**src/rtl/interp_pkg.sv**
```systemverilog
// interp_pkg: shared types and constants for the halfband interpolation
// scheduler (FSM state encoding, clocks per sample, MAC phase indices).
package interp_pkg;

    typedef enum logic [1:0] {
        IDLE  = 2'd0,
        PRIME = 2'd1,
        RUN   = 2'd2,
        DRAIN = 2'd3
    } state_e;

    // Every sample period is exactly this many clk cycles.
    localparam int CLK_PER_SAM = 4;

    // First and last MAC phase within one sample period.
    localparam logic [1:0] PH_FIRST = 2'd0;
    localparam logic [1:0] PH_LAST  = 2'd3;

endpackage

```
**src/rtl/interp_strobe_gen.sv**
```systemverilog
// interp_strobe_gen: free-running phase/symbol counter plus the decodes that
// drive the time-shared polyphase MAC (enables, mac/ch/out selects, acc load).
// Build option: INTERP_SCHED_IQ_SHARE_EN makes ch_sel follow phase[1] so one
// multiplier serves I then Q; otherwise ch_sel is tied 0.
module interp_strobe_gen
    import interp_pkg::*;
#(
    parameter int SAM_PER_SYM = 4
) (
    input  logic clk,
    input  logic reset,
    input  logic en_i,
    input  logic active_i,
    output logic sym_clk_en_o,
    output logic sam_clk_en_o,
    output logic mac_sel_o,
    output logic ch_sel_o,
    output logic acc_load_o,
    output logic out_sel_o,
    output logic sam_last_o,
    output logic cnt_wrap_o
);

    localparam int CNT_W = $clog2(CLK_PER_SAM * SAM_PER_SYM);

    logic [CNT_W-1:0] cnt_q;
    logic [CNT_W-1:0] cnt_d;
    logic [1:0]       phase;

    assign phase = cnt_q[1:0];

    // Counter advances while enabled and wraps naturally (power-of-two period);
    // it is cleared whenever the enable is low so every run starts at phase 0.
    always_comb begin
        cnt_d = '0;
        if (en_i) begin
            cnt_d = cnt_q + CNT_W'(1);
        end
    end

    // Counter register with synchronous reset.
    always_ff @(posedge clk) begin
        if (reset) begin
            cnt_q <= '0;
        end else begin
            cnt_q <= cnt_d;
        end
    end

    // Decode the registered count into strobes and selects; all zero when idle.
    always_comb begin
        sym_clk_en_o = 1'b0;
        sam_clk_en_o = 1'b0;
        mac_sel_o    = 1'b0;
        ch_sel_o     = 1'b0;
        acc_load_o   = 1'b0;
        out_sel_o    = 1'b0;
        sam_last_o   = 1'b0;
        cnt_wrap_o   = 1'b0;
        if (active_i) begin
            sym_clk_en_o = (cnt_q == '0);
            sam_clk_en_o = (phase == PH_FIRST);
            mac_sel_o    = phase[0];
            acc_load_o   = ~phase[0];
            out_sel_o    = phase[1];
`ifdef INTERP_SCHED_IQ_SHARE_EN
            ch_sel_o     = phase[1];
`else
            ch_sel_o     = 1'b0;
`endif
            sam_last_o   = (phase == PH_LAST);
            cnt_wrap_o   = (cnt_q == '1);
        end
    end

endmodule

```
**src/rtl/interp_sched.sv**
```systemverilog
// interp_sched: cycle scheduler for the halfband interpolator. Sequences
// IDLE -> PRIME (zero-fill delay line) -> RUN -> DRAIN (flush) -> IDLE and
// issues all filter strobes via interp_strobe_gen.
// Build option: INTERP_SCHED_IQ_SHARE_EN (I/Q multiplier sharing, see strobe gen).
module interp_sched
    import interp_pkg::*;
#(
    parameter int SAM_PER_SYM = 4,
    parameter int FLUSH_SAMS  = 4
) (
    input  logic clk,
    input  logic reset,
    input  logic run,
    output logic sym_clk_en,
    output logic sam_clk_en,
    output logic mac_sel,
    output logic ch_sel,
    output logic acc_load,
    output logic out_sel,
    output logic flush,
    output logic out_valid,
    output logic busy
);

    state_e     state_q;
    state_e     state_d;
    logic [3:0] flushCnt_q;
    logic [3:0] flushCnt_d;
    logic       samLast;
    logic       cntWrap;
    logic       cntEn;
    logic       active;

    assign active = (state_q != IDLE);
    assign cntEn  = (state_q != IDLE) && (state_d != IDLE);

    interp_strobe_gen #(
        .SAM_PER_SYM (SAM_PER_SYM)
    ) u_strobe (
        .clk          (clk),
        .reset        (reset),
        .en_i         (cntEn),
        .active_i     (active),
        .sym_clk_en_o (sym_clk_en),
        .sam_clk_en_o (sam_clk_en),
        .mac_sel_o    (mac_sel),
        .ch_sel_o     (ch_sel),
        .acc_load_o   (acc_load),
        .out_sel_o    (out_sel),
        .sam_last_o   (samLast),
        .cnt_wrap_o   (cntWrap)
    );

    // Next-state and status decode; prime/drain length counted in whole samples
    // so every state change lands on a sample boundary.
    always_comb begin
        state_d    = state_q;
        flushCnt_d = flushCnt_q;
        flush      = 1'b0;
        out_valid  = 1'b0;
        busy       = 1'b1;
        case (state_q)
            IDLE: begin
                busy       = 1'b0;
                flushCnt_d = '0;
                if (run) begin
                    state_d = PRIME;
                end
            end
            PRIME: begin
                flush = 1'b1;
                if (samLast) begin
                    if (flushCnt_q == 4'(FLUSH_SAMS - 1)) begin
                        flushCnt_d = '0;
                        state_d    = RUN;
                    end else begin
                        flushCnt_d = flushCnt_q + 4'd1;
                    end
                end
            end
            RUN: begin
                out_valid = 1'b1;
                if (cntWrap && !run) begin
                    state_d = DRAIN;
                end
            end
            DRAIN: begin
                flush     = 1'b1;
                out_valid = 1'b1;
                if (samLast) begin
                    if (flushCnt_q == 4'(FLUSH_SAMS - 1)) begin
                        flushCnt_d = '0;
                        state_d    = IDLE;
                    end else begin
                        flushCnt_d = flushCnt_q + 4'd1;
                    end
                end
            end
            default: begin
                state_d    = IDLE;
                flushCnt_d = '0;
            end
        endcase
    end

    // State and flush-counter registers; reset aborts immediately to IDLE.
    always_ff @(posedge clk) begin
        if (reset) begin
            state_q    <= IDLE;
            flushCnt_q <= '0;
        end else begin
            state_q    <= state_d;
            flushCnt_q <= flushCnt_d;
        end
    end

endmodule

```
**config.mk**
```make
export PLATFORM = sky130hd
export DESIGN_NAME = interp_sched
export DESIGN_NICKNAME = d
export VERILOG_FILES = /design/src/rtl/interp_pkg.sv /design/src/rtl/interp_strobe_gen.sv /design/src/rtl/interp_sched.sv
export SDC_FILE = /design/constraint.sdc
export NUM_CORES = 1
export LEC_CHECK = 0
export CAP_MARGIN = 30
export CORE_AREA = 2 2 39 41
export CTS_CLUSTER_SIZE = 12
export DETAILED_ROUTE_END_ITERATION = 8
export DIE_AREA = 0 0 41 43
export GPL_TIMING_DRIVEN = 0
export HOLD_SLACK_MARGIN = 0.03
export PLACE_DENSITY = 0.69
export SYNTH_ARGS = -nofsm -noshare
export SYNTH_HDL_FRONTEND = slang
export SYNTH_SLANG_ARGS = --single-unit
```
**constraint.sdc**
```tcl
create_clock -name clk -period 2.3 [get_ports clk]
set_input_delay 0.46 -clock clk [delete_from_list [all_inputs] [get_ports clk]]
set_output_delay 0.46 -clock clk [all_outputs]
set_load 0.05 [all_outputs]
```
== Yosys cells after proc, flatten, opt, wreduce, memory -nomap -nowiden ==
Cells that the tools add are included.

* Register bits after elaboration: 10
* Output and inout port bits: 9
* Logic and storage cells: 47

* $add $sub $neg: 2
* Eq/ne operators: 7
* Muxes and demuxes: 20
* Bitwise operators: 2
* Reduce and logical (&&, ||, !) cells: 13

{| class="wikitable"
|+ Operators by type and width
! cell !! count
|-
| two-way mux 2 bit || 6
|-
| two-way mux 1 bit || 10
|-
| adder 4 x 1 -> 4 bit, second input constant || 2
|-
| two-way mux 4 bit || 2
|-
| case mux 2 bit (4 select lines) || 1
|-
| case mux 4 bit (2 select lines) || 1
|-
| equality test 2 bit, second input constant || 3
|-
| nonzero test 2 bit || 3
|-
| OR reduction 2 bit || 3
|-
| equality test 4 x 2 -> 1 bit, second input constant || 1
|-
| equality test 4 bit, second input constant || 1
|-
| zero test 2 bit || 2
|-
| zero test 4 bit || 1
|-
| equality test 2 x 1 -> 1 bit, second input constant || 1
|-
| logical AND 1 bit || 2
|-
| inequality test 2 x 1 -> 1 bit, second input constant || 1
|-
| inverter 1 bit || 2
|-
| AND reduction 2 bit || 1
|-
| zero test 1 bit || 1
|}

== Longest topological paths before layout ==
Gate-level depths: netlist (run 1).

* Depth in word-level cells: 9
* Mapped depth: 4
* Gate-level depth less buffers: 4

== By module ==
From an unflattened synthesis (run 1), not the netlist that was laid out.

* Cell total of the unflattened synthesis: 68
* Area, all modules: 574.3 sq um

{| class="wikitable"
|+ By module, submodules not included
! module !! times used !! cells each !! area each (sq um)
|-
| interp_sched || 1 || 41 || 342.8
|-
| interp_strobe_gen || 1 || 27 || 231.5
|}

== Worst setup path before layout (run 1) ==
OpenSTA, ideal clock, no wires.

* Path type: reg-to-output
* Start: reg state_q[0]
* End: out sym_clk_en
* Data arrival time: 2.649 ns
* Path slack: -0.809 ns
* Stages on the path, launching flop included: 5
* Buffers on the path: 0
* Cell sequence: dfxtp_1 nor2_1 inv_1 and2_1 nor3b_1

* Longest elaborated chain between the ends: 2

{| class="wikitable"
|+ Ends and longest elaborated chain
! element !! RTL line !! source
|-
| from (decl) || interp_sched.sv:25 || <nowiki>state_e state_q;</nowiki>
|-
| from (signal assigned) || interp_sched.sv:112 || <nowiki>state_q <= state_d;</nowiki>
|-
| nonzero test 2 bit || interp_sched.sv:34 || <nowiki>assign active = (state_q != IDLE);</nowiki>
|-
| two-way mux 1 bit || interp_strobe_gen.sv:60 || <nowiki>if (active_i) begin</nowiki>
|-
| to (decl) || interp_sched.sv:14 || <nowiki>output logic sym_clk_en,</nowiki>
|}

Every way passes these cells.

== Worst setup path in the final report (run 1) ==
* Start: reg state_q[1]
* End: out sam_clk_en

* Longest elaborated chain between the ends: 2

{| class="wikitable"
|+ Ends and longest elaborated chain
! element !! RTL line !! source
|-
| nonzero test 2 bit || interp_sched.sv:34 ||
|-
| two-way mux 1 bit || interp_strobe_gen.sv:60 ||
|-
| to (decl) || interp_sched.sv:15 || <nowiki>output logic sam_clk_en,</nowiki>
|}

Every way passes these cells.

==> impl_metrics.json, run 1 <==
{
  "clock_path_buffers": 2,
  "synth-warning-count": 0,
  "post_cts_buffers": 0,
  "grt_max_degree": 9,
  "final.min_clock_period_ns": 2.116,
  "ir_worst_vdd_uv": 266.5,
  "clock_sinks": 10,
  "syn-num-nets": 71,
  "die_h_um": 43,
  "reg2reg_slack_ns": 0.77,
  "dp_cells": 90,
  "cts_tree": "done",
  "slowest_stage": "dlygate4sd2_1",
  "cp.required_ns": 1.84,
  "synth-simple-area-share_pct": 34.13,
  "cts_root_buf": "clkbuf_4",
  "seq_area_frac_synth_pct": 38.19,
  "slew_viol_final": 0,
  "run_status": "finished clean",
  "synth_fa_ha_area_share_pct": 7.160,
  "track_usage_pct": 15.68,
  "synthMuxAreaShare_pct": 0,
  "row_count": 14,
  "synth_cells": 65,
  "nFillCells": 147,
  "cts_buffers": 3,
  "hpwl_um": 736.9,
  "area_growth_pct": 28.88,
  "drt_iter0_markers": 4,
  "io_buffers": 9,
  "synthesis.area_um2": 524.3,
  "p_leak_nw": 0.3048,
  "grt_overflow": 0,
  "firstDrtPassIters": 3,
  "num_vias": 499,
  "cp_max_fo": 8,
  "grt_pass1_wl_um": 1876,
  "antenna_found_initial": 0,
  "power.total_w": 0.0003662,
  "cp-start-kind": "flip-flop",
  "coreArea_mm2": 0.001384,
  "hp-class": "flip-flop to flip-flop",
  "wl_per_cell_um": 11.62,
  "htreeDepth": 1,
  "via_per_inst": 5.366,
  "finalClockSkew_ns": 0.004085,
  "slew_headroom_pct": 66.70,
  "synth_cell_types": 27,
  "timing.fmax_ghz": 0.4727,
  "die-area_mm2": 0.001763,
  "cap_violations": 0,
  "num_antenna_cells": 0,
  "final_hold_viol_count": 0,
  "drtAntennaViolNets": 0,
  "final.setup.tns_ns": 0,
  "final-setup-viol-count": 0,
  "p_per_area_mw_per_mm2": 542.0,
  "synth-compound-area-share_pct": 10.02,
  "stdcell_count": 93,
  "clock_latency_ns": 0.27,
  "synth-xor-area-share_pct": 3.341,
  "boundaryPins": 12,
  "final_nets": 85,
  "drive_gt1_share_pct": 12.99,
  "end_kind": "primary output",
  "start_util_pct": 37.88,
  "syn_area_per_cell_um2": 8.065,
  "drt-total-wl_um": 1081,
  "die_w_um": 41,
  "rsz0062_at_grt": "no",
  "final_core_util_pct": 48.82,
  "path_cells": "nor2_2 > inv_2 > and2_2 > dlygate4sd2_1",
  "clk_pin_slew_ns": 0.06,
  "cp_slowest_stage_delay_ns": 0.42,
  "holdBufCountCts": 0,
  "synth_top_family_by_area": "simple AND/OR/NAND/NOR gates",
  "path_class": "flip-flop to primary output",
  "place_congestion": 0.7470,
  "grt_pass1_vias": 473,
  "critPathArrivalTime_ns": 1.66,
  "worstMarginPinSlew_ns": 0.4986,
  "post-route-period-util_pct": 91.98,
  "drc": 0,
  "ys_ff_latch": 10
}
## state kept, by name, indices dropped and copies added, names as in the netlist
signal,count
state_q,2
u_strobe.cnt_q,4
flushCnt_q,4
## report_power, final
group / switching [W] / leakage, nW / total (W) / internal (W)
sequential: 0.00000420 / 0.0811 / 0.000180 / 0.000176
clock: 0.0000592 / 0.0138 / 0.000120 / 0.0000605
combinational: 0.0000452 / 0.210 / 0.0000665 / 0.0000212
## per-stage QoR
stage	cell area (µm²)	setup slack [ns]	hold WS (ns)
3_3_place_gp	646.9	-0.05609	0.4584
6_report	675.6	0.1844	0.4804
4_1_cts	669.4	0.01677	0.4835
5_1_grt	675.6	0.07425	0.5068
2_1_floorplan	536.8	0.1643	0.4415
3_5_place_dp	646.9	-0.09696	0.4692
## routing by layer
layer / vias up / wire length (µm) / share of wire, % / GRT usage (%)
met5: - / 0 / 0 / 0
met4: 0 / 28 / 2.6 / 10.00
met3: 4 / 55 / 5.1 / 4.712
met2: 14 / 488 / 45 / 22.81
met1: 231 / 508 / 47 / 19.03
li1: 250 / - / - / -
## area by class of cell
cell class	count	area (µm²)	area share [%]
well taps	16	20.02	2.963
repair buffers	9	93.84	13.89
inverters	4	15.01	2.222
plain buffers	4	18.77	2.778
clock buffers	3	22.52	3.333
flip-flops and latches	10	200.2	29.63
multi-input cells	47	305.3	45.19
## cell usage after synthesis (all sizes together)
cell type	number	area [µm²]
dfxtp	10	200.2
nand3	8	40.04
nor2	7	26.28
a21oi	5	25.02
inv	4	15.01
ha	3	37.54
nand2	3	11.26
or3	3	18.77
and2	2	12.51
buf	2	11.26
clkbuf	2	7.510
nor3b	2	15.01
a311o	1	10.01
a31oi	1	6.260
and4b	1	10.01
conb	1	3.750
nand3b	1	7.510
nand4b	1	8.760
nor2b	1	6.260
nor3	1	5.000
nor4	1	6.260
o21ai	1	5.000
o22ai	1	6.260
or3b	1	11.26
xnor2	1	8.760
xor2	1	8.760
## cells in the final DEF (no fill, tap or decap), types with 2 or more instances in the layout
cell type         n
dfxtp_1          10
nand3_1           8
nor2_1            6
a21oi_1           5
dlymetal6s2s_1    4
inv_1             3
nand2_1           3
or3_1             3
ha_1              3
clkbuf_4          3
clkdlybuf4s50_1   3
clkbuf_1          2
## kinds of logic (layout without fill, tap and decap cells)
logic type,Yosys count,count (layout)
simple gates,32,32
flops,10,10
compound gates,9,9
buf+inv,8,20
fa+ha+maj,3,3
xor+xnor,2,2
other cells,1,1
## final timing paths
kind / endpoint / startpoint / cells after the start
setup / recovery: sam_clk_en / state_q[1] / 4
hold / removal: u_strobe.cnt_q[0] / u_strobe.cnt_q[0] / 1
setup reg to reg: state_q[1] / flushCnt_q[0] / 4
hold reg to reg: u_strobe.cnt_q[0] / u_strobe.cnt_q[0] / 1
## worst max-delay path, delay by kind of cell (launching register included)
| kind | cells | cell delay, ns |
|---|---|---|
| and+or+nand+nor | 2 | 0.48 |
| DFF | 1 | 0.38 |
| buffers and inverters | 2 | 0.53 |
## what timing repair did
item,in CTS,in global routing
pin swaps,0,0
setup endpoints to repair,3,5
resized for setup,3,6
(Power assumes the default switching activity.)
==> inputs of run 2 (changes only) <==
--- a/config.mk
+++ b/config.mk
@@ -6,13 +6,15 @@
 export NUM_CORES = 1
 export LEC_CHECK = 0
 export CAP_MARGIN = 30
-export CORE_AREA = 2 2 39 41
+export CELL_PAD_IN_SITES_DETAIL_PLACEMENT = 0
+export CELL_PAD_IN_SITES_GLOBAL_PLACEMENT = 1
+export CORE_UTILIZATION = 36
 export CTS_CLUSTER_SIZE = 12
 export DETAILED_ROUTE_END_ITERATION = 8
-export DIE_AREA = 0 0 41 43
 export GPL_TIMING_DRIVEN = 0
 export HOLD_SLACK_MARGIN = 0.03
-export PLACE_DENSITY = 0.69
+export PLACE_DENSITY = 0.8
+export SKIP_LAST_GASP = 1
 export SYNTH_ARGS = -nofsm -noshare
 export SYNTH_HDL_FRONTEND = slang
 export SYNTH_SLANG_ARGS = --single-unit
==> impl_metrics.json, run 2 (synthesis results as in run 1) <==
{
  "num_antenna_cells": 0,
  "clk_pin_slew_ns": 0.07,
  "slowest_stage": "dlygate4sd2_1",
  "grt_overflow": 0,
  "coreArea_mm2": 0.001334,
  "die_h_um": 40.16,
  "finalClockSkew_ns": 0.006423,
  "track_usage_pct": 17.29,
  "final.min_clock_period_ns": 2.109,
  "p_per_area_mw_per_mm2": 540.5,
  "clock_sinks": 10,
  "cts_tree": "done",
  "cp.required_ns": 1.84,
  "io_buffers": 9,
  "cts_buffers": 3,
  "clock_path_buffers": 2,
  "place_congestion": 0.6988,
  "grt_pass1_wl_um": 1752,
  "p_leak_nw": 0.2949,
  "firstDrtPassIters": 2,
  "cp_slowest_stage_delay_ns": 0.42,
  "clock_latency_ns": 0.26,
  "die-area_mm2": 0.001613,
  "final_cell_mix": "dfxtp_1 (10), nand3_1 (8), nor2_1 (6), a21oi_1 (5)",
  "path_cells": "nor2_2 > inv_2 > and2_2 > dlygate4sd2_1",
  "ir_worst_vdd_uv": 290.2,
  "num_vias": 480,
  "slew_headroom_pct": 66.53,
  "slew_viol_final": 0,
  "critPathArrivalTime_ns": 1.65,
  "boundaryPins": 12,
  "worstMarginPinSlew_ns": 0.5012,
  "rsz0062_at_grt": "no",
  "post-route-period-util_pct": 91.68,
  "power.total_w": 0.0003625,
  "antenna_found_initial": 0,
  "nFillCells": 138,
  "grt_max_degree": 9,
  "path_class": "flip-flop to primary output",
  "layout.cells.most_common": "dfxtp_1",
  "cap_violations": 0,
  "htreeDepth": 1,
  "final.setup.tns_ns": 0,
  "end_kind": "primary output",
  "die_w_um": 40.16,
  "hp-class": "flip-flop to flip-flop",
  "drt_iter0_markers": 2,
  "cp_max_fo": 8,
  "final_nets": 85,
  "via_per_inst": 5.217,
  "grt_pass1_vias": 412,
  "reg2reg_slack_ns": 0.77,
  "hpwl_um": 755.9,
  "drtAntennaViolNets": 0,
  "run_status": "finished clean",
  "drive_gt1_share_pct": 12.99,
  "drt-total-wl_um": 1103,
  "drc": 0,
  "wl_per_cell_um": 11.99,
  "timing.fmax_ghz": 0.4742,
  "final_hold_viol_count": 0,
  "cp-start-kind": "flip-flop",
  "start_util_pct": 39.31,
  "row_count": 13,
  "cts_root_buf": "clkbuf_4",
  "top_regs": "flushCnt_q: 4 flops, u_strobe.cnt_q: 4 flops, state_q: 2 flops",
  "area_growth_pct": 27.92,
  "final-setup-viol-count": 0
}
run 2: changes by cell type in the layout (fill, tap and decap cells not counted), sizes merged:
cell / change
dlymetal6s2s: -1
dlygate4sd2: +1
run 2: final timing paths:
| path | start | to | cells past startpoint |
|---|---|---|---|
| min reg2reg | u_strobe.cnt_q[0] | u_strobe.cnt_q[0] | 1 |
| max | state_q[1] | sam_clk_en | 4 |
| min | u_strobe.cnt_q[0] | u_strobe.cnt_q[0] | 1 |
| max reg2reg | flushCnt_q[0] | state_q[1] | 4 |
run 2: critical path: cells and delay by family (launching register included):
family | cells | cell delay, ns
buffers and inverters | 2 | 0.54
AND/OR/NAND/NOR | 2 | 0.48
flip-flops | 1 | 0.38
run 2: metrics by stage:
step	setup WS [ns]	hold WS (ns)	instance area, µm²	cells	utilization, %
after floorplan	0.1643	0.4415	536.8	65	-
after global placement	-0.07207	0.4677	645.6	89	48.41
after detailed placement	-0.09691	0.4724	645.6	89	48.41
after CTS	-0.09747	0.4876	664.4	92	49.81
after global routing	0.08948	0.5237	670.6	92	50.28
final	0.1913	0.4910	670.6	92	50.28
run 2: final cells by class:
type | instances | area, µm² | share of cell area (%)
multi-input cells | 47 | 305.3 | 45.52
flip-flops and latches | 10 | 200.2 | 29.85
repair buffers | 9 | 90.09 | 13.43
clock buffers | 3 | 22.52 | 3.358
plain buffers | 4 | 18.77 | 2.799
well taps | 15 | 18.77 | 2.799
inverters | 4 | 15.01 | 2.239
run 2: repair_timing:
| item | 4_1_cts | 5_1_grt |
|---|---|---|
| cloned | 0 | 0 |
| endpoints found under the setup margin | 3 | 5 |
| buffers inserted | 0 | 0 |
| resized for setup | 3 | 6 |
| hold buffers | 0 | 0 |
run 2: per-layer routing:
layer	GRT usage [%]	wire length (µm)
met1	23.47	569
met2	22.58	475
met3	5.000	41
met4	12.93	17
met5	0	0
run 2: power by group:
part	internal [W]	switching, W
sequential	0.000176	0.00000428
clock	0.0000602	0.0000562
combinational	0.0000204	0.0000455
total	0.000256	0.000106
